$ cat src/rtl/soc_addr_router.sv
// soc_addr_router: request-side address decoder in front of the SoC crossbar.
// One AR/AW request is decoded against the address map, parked in a single
// stage register, then either presented one-hot routed to a slave port or
// terminated locally by an error responder that returns DECERR beats.
module soc_addr_router #(
  parameter int unsigned NumRules  = 10,
  parameter int unsigned AddrWidth = 64,
  parameter int unsigned IdWidth   = 5,
  // Index i = slave i: DRAM, GPIO, Ethernet, SPI, Timer, UART, PLIC, CLINT, ROM, Debug
  parameter logic [NumRules-1:0][AddrWidth-1:0] RuleBase = {
    64'h0000_0000_0000_0000,  // 9 Debug
    64'h0000_0000_0001_0000,  // 8 ROM
    64'h0000_0000_0200_0000,  // 7 CLINT
    64'h0000_0000_0C00_0000,  // 6 PLIC
    64'h0000_0000_1000_0000,  // 5 UART
    64'h0000_0000_1800_0000,  // 4 Timer
    64'h0000_0000_2000_0000,  // 3 SPI
    64'h0000_0000_3000_0000,  // 2 Ethernet
    64'h0000_0000_4000_0000,  // 1 GPIO
    64'h0000_0000_8000_0000   // 0 DRAM
  },
  parameter logic [NumRules-1:0][AddrWidth-1:0] RuleLength = {
    64'h0000_0000_0000_1000,  // 9 Debug
    64'h0000_0000_0001_0000,  // 8 ROM
    64'h0000_0000_000C_0000,  // 7 CLINT
    64'h0000_0000_03FF_FFFF,  // 6 PLIC
    64'h0000_0000_0000_1000,  // 5 UART
    64'h0000_0000_0000_1000,  // 4 Timer
    64'h0000_0000_0080_0000,  // 3 SPI
    64'h0000_0000_0001_0000,  // 2 Ethernet
    64'h0000_0000_0000_1000,  // 1 GPIO
    64'h0000_0000_4000_0000   // 0 DRAM
  }
) (
  input  logic                 clk_i,
  input  logic                 rst_ni,
  input  logic                 req_valid_i,
  output logic                 req_ready_o,
  input  logic [AddrWidth-1:0] req_addr_i,
  input  logic [IdWidth-1:0]   req_id_i,
  input  logic [7:0]           req_len_i,
  input  logic                 req_write_i,
  output logic                 mst_valid_o,
  input  logic                 mst_ready_i,
  output logic [NumRules-1:0]  mst_sel_o,
  output logic [AddrWidth-1:0] mst_addr_o,
  output logic [IdWidth-1:0]   mst_id_o,
  output logic [7:0]           mst_len_o,
  output logic                 mst_write_o,
  output logic                 err_valid_o,
  input  logic                 err_ready_i,
  output logic [IdWidth-1:0]   err_id_o,
  output logic                 err_write_o,
  output logic                 err_last_o,
  output logic [1:0]           err_resp_o
);

  typedef enum logic [1:0] {
    ST_IDLE,
    ST_ERR_B,
    ST_ERR_R
  } err_state_e;

  // Decode results
  logic [NumRules-1:0]  hit;
  logic [NumRules-1:0]  req_sel;
  logic                 req_miss;

  // Stage register S
  logic                 s_valid_reg;
  logic                 s_miss_reg;
  logic [NumRules-1:0]  s_sel_reg;
  logic [AddrWidth-1:0] s_addr_reg;
  logic [IdWidth-1:0]   s_id_reg;
  logic [7:0]           s_len_reg;
  logic                 s_write_reg;

  // Error responder
  err_state_e           state_reg;
  logic [IdWidth-1:0]   err_id_reg;
  logic [7:0]           err_len_reg;
  logic [7:0]           beat_cnt_reg;

  // Keeps req_ready_o low while reset is asserted
  logic                 rdy_en_reg;

  logic                 req_fire;
  logic                 hold;
  logic                 hit_fire;
  logic                 fsm_done;
  logic                 fsm_free;
  logic                 err_load;
  logic                 s_drain;

  // Per-rule range compare; the end address is formed one bit wider so a rule
  // ending at the top of the address space cannot wrap around.
  generate
    for (genvar gi = 0; gi < NumRules; gi++) begin : g_rule
      logic [AddrWidth:0] lo;
      logic [AddrWidth:0] hi;
      assign lo      = {1'b0, RuleBase[gi]};
      assign hi      = {1'b0, RuleBase[gi]} + {1'b0, RuleLength[gi]};
      assign hit[gi] = ({1'b0, req_addr_i} >= lo) && ({1'b0, req_addr_i} < hi);
    end
  endgenerate

  // Lowest-index rule wins when rules overlap
  always_comb begin
    logic found;
    req_sel = '0;
    found   = 1'b0;
    for (int i = 0; i < NumRules; i++) begin
      if (hit[i] && !found) begin
        req_sel[i] = 1'b1;
        found      = 1'b1;
      end
    end
  end

  assign req_miss = ~|hit;

  // A routed hit must not overtake an error burst carrying the same ID
  assign hold     = (state_reg != ST_IDLE) && (s_id_reg == err_id_reg);
  assign hit_fire = mst_valid_o && mst_ready_i;

  assign fsm_done = ((state_reg == ST_ERR_B) && err_ready_i) ||
                    ((state_reg == ST_ERR_R) && err_ready_i && (beat_cnt_reg == err_len_reg));
  // Responder can take a new miss when idle or finishing on this very edge
  assign fsm_free = (state_reg == ST_IDLE) || fsm_done;
  assign err_load = s_valid_reg && s_miss_reg && fsm_free;

  assign s_drain     = hit_fire || err_load;
  assign req_ready_o = rdy_en_reg && (!s_valid_reg || s_drain);
  assign req_fire    = req_valid_i && req_ready_o;

  assign mst_valid_o = s_valid_reg && !s_miss_reg && !hold;
  assign mst_sel_o   = s_sel_reg;
  assign mst_addr_o  = s_addr_reg;
  assign mst_id_o    = s_id_reg;
  assign mst_len_o   = s_len_reg;
  assign mst_write_o = s_write_reg;

  assign err_valid_o = (state_reg != ST_IDLE);
  assign err_write_o = (state_reg == ST_ERR_B);
  assign err_last_o  = (state_reg == ST_ERR_B) ||
                       ((state_reg == ST_ERR_R) && (beat_cnt_reg == err_len_reg));
  assign err_id_o    = err_id_reg;
  assign err_resp_o  = 2'b11;

  // Enable request acceptance from the first edge after reset release
  always_ff @(posedge clk_i or negedge rst_ni) begin
    if (!rst_ni) begin
      rdy_en_reg <= 1'b0;
    end else begin
      rdy_en_reg <= 1'b1;
    end
  end

  // Stage register: load on request handshake, empty when drained
  always_ff @(posedge clk_i or negedge rst_ni) begin
    if (!rst_ni) begin
      s_valid_reg <= 1'b0;
      s_miss_reg  <= 1'b0;
      s_sel_reg   <= '0;
      s_addr_reg  <= '0;
      s_id_reg    <= '0;
      s_len_reg   <= '0;
      s_write_reg <= 1'b0;
    end else if (req_fire) begin
      s_valid_reg <= 1'b1;
      s_miss_reg  <= req_miss;
      s_sel_reg   <= req_sel;
      s_addr_reg  <= req_addr_i;
      s_id_reg    <= req_id_i;
      s_len_reg   <= req_len_i;
      s_write_reg <= req_write_i;
    end else if (s_drain) begin
      s_valid_reg <= 1'b0;
    end
  end

  // Error responder: one B beat for writes, len+1 R beats for reads
  always_ff @(posedge clk_i or negedge rst_ni) begin
    if (!rst_ni) begin
      state_reg    <= ST_IDLE;
      err_id_reg   <= '0;
      err_len_reg  <= '0;
      beat_cnt_reg <= '0;
    end else if (err_load) begin
      state_reg    <= s_write_reg ? ST_ERR_B : ST_ERR_R;
      err_id_reg   <= s_id_reg;
      err_len_reg  <= s_len_reg;
      beat_cnt_reg <= '0;
    end else begin
      case (state_reg)
        ST_ERR_B: begin
          if (err_ready_i) state_reg <= ST_IDLE;
        end
        ST_ERR_R: begin
          if (err_ready_i) begin
            if (beat_cnt_reg == err_len_reg) begin
              state_reg <= ST_IDLE;
            end else begin
              beat_cnt_reg <= beat_cnt_reg + 8'd1;
            end
          end
        end
        default: state_reg <= ST_IDLE;
      endcase
    end
  end

endmodule

$ cat config.mk
export PLATFORM = sky130hd
export DESIGN_NAME = soc_addr_router
export DESIGN_NICKNAME = d
export VERILOG_FILES = /design/src/rtl/soc_addr_router.sv
export SDC_FILE = /design/constraint.sdc
export NUM_CORES = 1
export LEC_CHECK = 0
export ABC_AREA = 1
export BUFFER_PORTS_ARGS = -buffer_cell sky130_fd_sc_hd__buf_4
export CAP_MARGIN = 20
export CORE_ASPECT_RATIO = 1.1
export CORE_MARGIN = 4
export CORE_UTILIZATION = 41
export DETAILED_ROUTE_END_ITERATION = 7
export PLACE_DENSITY = 0.67
export SLEW_MARGIN = 0
export SYNTH_ARGS = -nofsm -noshare
export SYNTH_HDL_FRONTEND = slang
export SYNTH_SLANG_ARGS = --single-unit
$ cat constraint.sdc
create_clock -name clk_i -period 2.6 [get_ports clk_i]
set_input_delay 0.26 -clock clk_i [delete_from_list [all_inputs] [get_ports clk_i]]
set_output_delay 0.26 -clock clk_i [all_outputs]
set_load 0.02 [all_outputs]
==> metrics <==
Slowest cell on crit path=sky130_fd_sc_hd__dfrtp_1; clock tree root driver cell=sky130_fd_sc_hd__clkbuf_16; origin of the worst setup path=beat_cnt_reg[0]; worst reg2reg path depth=12; Worst R2R End=mst_addr_o[25]; measured slew at the worst slew-check pin=651 ps; total of hold buffers inserted after clock tree synthesis=1; Worst Min Path Start=err_ready_i; cell area after technology mapping=around 5500 um^2; number of register bits inferred by synthesis=between 100 and 150; IO buf count=180; critical path fanouts, max=4; destination of the critical timing path=req_ready_o; drt pass-1 iters=4; area added between synthesis and finish=37.0%; average wire per cell in the routed design=13.3 um; TritonCTS sink count=between 100 and 150; sequence of cells on the critical path=xnor2_1 -> nand2_1 -> nor2_1 -> nand3_1 -> nand3_1 -> nand2_2 -> a21boi_0 -> buf_4; net switching power=approximately 3.3 mW; final clock period utilization by the worst path=0.851; arrival time at the worst endpoint=between 1500 and 2000 ps; Avg Cell Area, Syn=around 8 um^2; Worst Setup Path Type=flop to primary output; post-CTS setup buffer count=0; number of distinct library cells after synthesis=28; die width=about 120 um; placed cell count=1016; cell row count=44; I/O pin total=around 180; Clock Latency Late Sink=just over 400 ps; clock group share of total power=0.255; critical path data required time=2340 ps; largest net degree at the start of global routing=69; status=complete, no violations; final setup TNS=0 ps; max reg flops=between 60 and 70; final hold violation count=0; sequential area share after synthesis=0.516; worst-case clock skew=about 8.8 ps; final std cells w/o fill=1047; register-to-register setup slack=around 660 ps; Remaining Overflow, GRT=0; startpoint type of the worst setup path=flop; most used cell, CP=sky130_fd_sc_hd__nand3_1; ratio of cells with drive above 1 in the final layout=0.283; height of the die=about 130 um; Worst Setup End Kind=primary output; share of total power in sequential cells=0.344; static leakage power=4.10 nW; die area=~15000 um^2; initial standard-cell utilization of the core=0.418; Inserted Diodes=0; pwr dens=around 1100 nW/um^2; switching power as a share of total power=0.378; clock period minus final worst setup slack=about 2200 ps; final wirelength=14.0 mm; number of global-route vias before repair=about 4600; wire length of the first global-routing pass=between 20 and 25 mm; number of pins exceeding their max-slew limit in the final report=0; portion of total power attributed to combinational logic=0.401; RSZ-0062 raised after global routing=false; Cells after Synth=689; weighted congestion reported at the end of routability-driven placement=between 0.7 and 0.8; sum of net half-perimeters after detailed placement=~10 mm; clock tree from TritonCTS=yes; final net count=about 960; worst slew margin relative to its limit=0.566; stage delay of the slowest cell on the critical path=roughly 430 ps; number of gates resized after CTS=0; Avg Vias per Cell=around 4.6; global routing usage summed across all routing layers=0.185; first-iteration detailed-routing DRC count=around 360; maximum clock rate=roughly 450 MHz; number of setup violations in the final report=0; Worst IR Drop VDD=roughly 0.57 mV; path category of the worst min-delay check=input pin to flop; design internal power=between 5 and 6 mW; clock transition time at the flip-flop clock pins of the worst setup and hold paths=roughly 50 ps; Critical R2R Launch=beat_cnt_reg[0]; antenna violations before repair=0; number of buffers added by the clock tree synthesis step=17; Max-Cap Viols=0; Core Footprint=around 13000 um^2; vias after detailed routing=about 4800; clock tree buffer depth=2; warning count from the yosys run=0; ANT nets after route=0; number of remaining DRC errors=0; total number of H-tree levels=4
power groups by stage:
stage	logic (mW)	clock network, mW	registers [mW]
final	3.49	2.22	2.99
after global routing	3.82	2.36	3.10
after CTS	3.55	2.27	2.99
after detailed placement	3.54	0	2.99
after global placement	3.49	0	3.00
after floorplan	1.31	0	3.69
layout make-up:
class	instances	area [um^2]
fill	1206	5640
clock buffer	24	482
timing repair buffer	190	1480
inverter	113	424
clock inverter	6	80.1
multi-input combinational	439	2050
sequential	114	2850
tap	161	201
metal layers:
layer  global-route usage  up-vias  share of wire
li1                     -     2501              -
met1                0.236     2150           0.42
met2                0.290      131           0.49
met3               0.0694       17          0.077
met4               0.0709        0          0.017
met5                    0        -              0
through the flow:
stage          hold slack (ps)  setup slack, ps  area, um^2   util  total power [mW]
2_1_floorplan            -35.6              806        5540      -              5.00
3_3_place_gp               338              678        7000  0.530              6.49
3_5_place_dp               340              659        7000  0.530              6.53
4_1_cts                   41.3              365        7570  0.573              8.82
5_1_grt                   58.4              230        7570  0.573              9.28
6_report                  64.6              388        7570  0.573              8.70
worst min-delay path by stage:
stage | to | cells after the start
CTS | state_reg[0] | 2
global placement | mst_addr_o[2] | 1
finish | state_reg[0] | 2
detailed placement | mst_addr_o[2] | 1
global route | state_reg[0] | 2
floorplan | beat_cnt_reg[0] | 0
critical path, delay by kind of cell (launching register included):
kind            cells  cell delay (ps)
simple gates        5              500
compound gates      1              270
buf+inv             1              200
flops               1              430
xor+xnor            1              170
cells in the mapped netlist:
library cell               count  share of area
sky130_fd_sc_hd__clkbuf_1      4         0.0027
sky130_fd_sc_hd__inv_1       110          0.075
sky130_fd_sc_hd__conb_1        1        0.00068
sky130_fd_sc_hd__o21ai_2      30          0.048
sky130_fd_sc_hd__a21oi_1       2         0.0018
sky130_fd_sc_hd__o21bai_1      1         0.0014
sky130_fd_sc_hd__clkbuf_2      2         0.0018
sky130_fd_sc_hd__nand3_4       1         0.0032
sky130_fd_sc_hd__buf_6        12          0.024
sky130_fd_sc_hd__nor3_1        5         0.0045
sky130_fd_sc_hd__buf_2         3         0.0027
sky130_fd_sc_hd__nor3_2        1         0.0018
sky130_fd_sc_hd__xor2_1        4         0.0063
sky130_fd_sc_hd__xnor2_1       7          0.011
sky130_fd_sc_hd__buf_4         4         0.0054
sky130_fd_sc_hd__o21ai_0      66          0.060
sky130_fd_sc_hd__nor4_1        2         0.0023
sky130_fd_sc_hd__nand4_1       7         0.0079
sky130_fd_sc_hd__a21boi_0      1         0.0014
sky130_fd_sc_hd__nand3_1      27          0.024
sky130_fd_sc_hd__nor2_1       74          0.050
sky130_fd_sc_hd__nand2_2       2         0.0023
sky130_fd_sc_hd__o21ai_1      10         0.0091
sky130_fd_sc_hd__nand2_1     195           0.13
sky130_fd_sc_hd__clkinv_1      1        0.00068
sky130_fd_sc_hd__dfrtp_1     114           0.52
sky130_fd_sc_hd__ha_1          1         0.0023
sky130_fd_sc_hd__inv_2         2         0.0014
layout by cell type, fill, tap and decap left out, types with 2 or more instances in the layout:
master	instances
sky130_fd_sc_hd__clkbuf_16	17
sky130_fd_sc_hd__a21oi_1	2
sky130_fd_sc_hd__nand4_1	7
sky130_fd_sc_hd__clkinv_2	4
sky130_fd_sc_hd__o21ai_0	66
sky130_fd_sc_hd__clkbuf_1	4
sky130_fd_sc_hd__dfrtp_1	114
sky130_fd_sc_hd__xor2_1	4
sky130_fd_sc_hd__o21ai_2	30
sky130_fd_sc_hd__nand2_2	2
sky130_fd_sc_hd__inv_1	110
sky130_fd_sc_hd__nand2_1	195
sky130_fd_sc_hd__buf_4	185
sky130_fd_sc_hd__conb_1	3
sky130_fd_sc_hd__bufinv_16	2
sky130_fd_sc_hd__nor4_1	2
sky130_fd_sc_hd__nor3_1	5
sky130_fd_sc_hd__nor2_1	74
sky130_fd_sc_hd__buf_12	4
sky130_fd_sc_hd__inv_2	2
sky130_fd_sc_hd__xnor2_1	7
sky130_fd_sc_hd__o21ai_1	10
sky130_fd_sc_hd__nand3_1	27
sky130_fd_sc_hd__clkbuf_8	3
cell families (layout without fill, tap and decap cells):
logic type	after synthesis	count (layout)	share of synthesized area
AO/OA/AOI/OAI	110	110	0.121
AND/OR/NAND/NOR	314	314	0.229
adder cells (fa/ha/maj)	1	1	0.00226
buffers and inverters	138	333	0.114
XOR/XNOR	11	11	0.0174
flip-flops	114	114	0.516
other	1	3	0.000678
No activity file was read; power rests on OpenSTA's default activity.
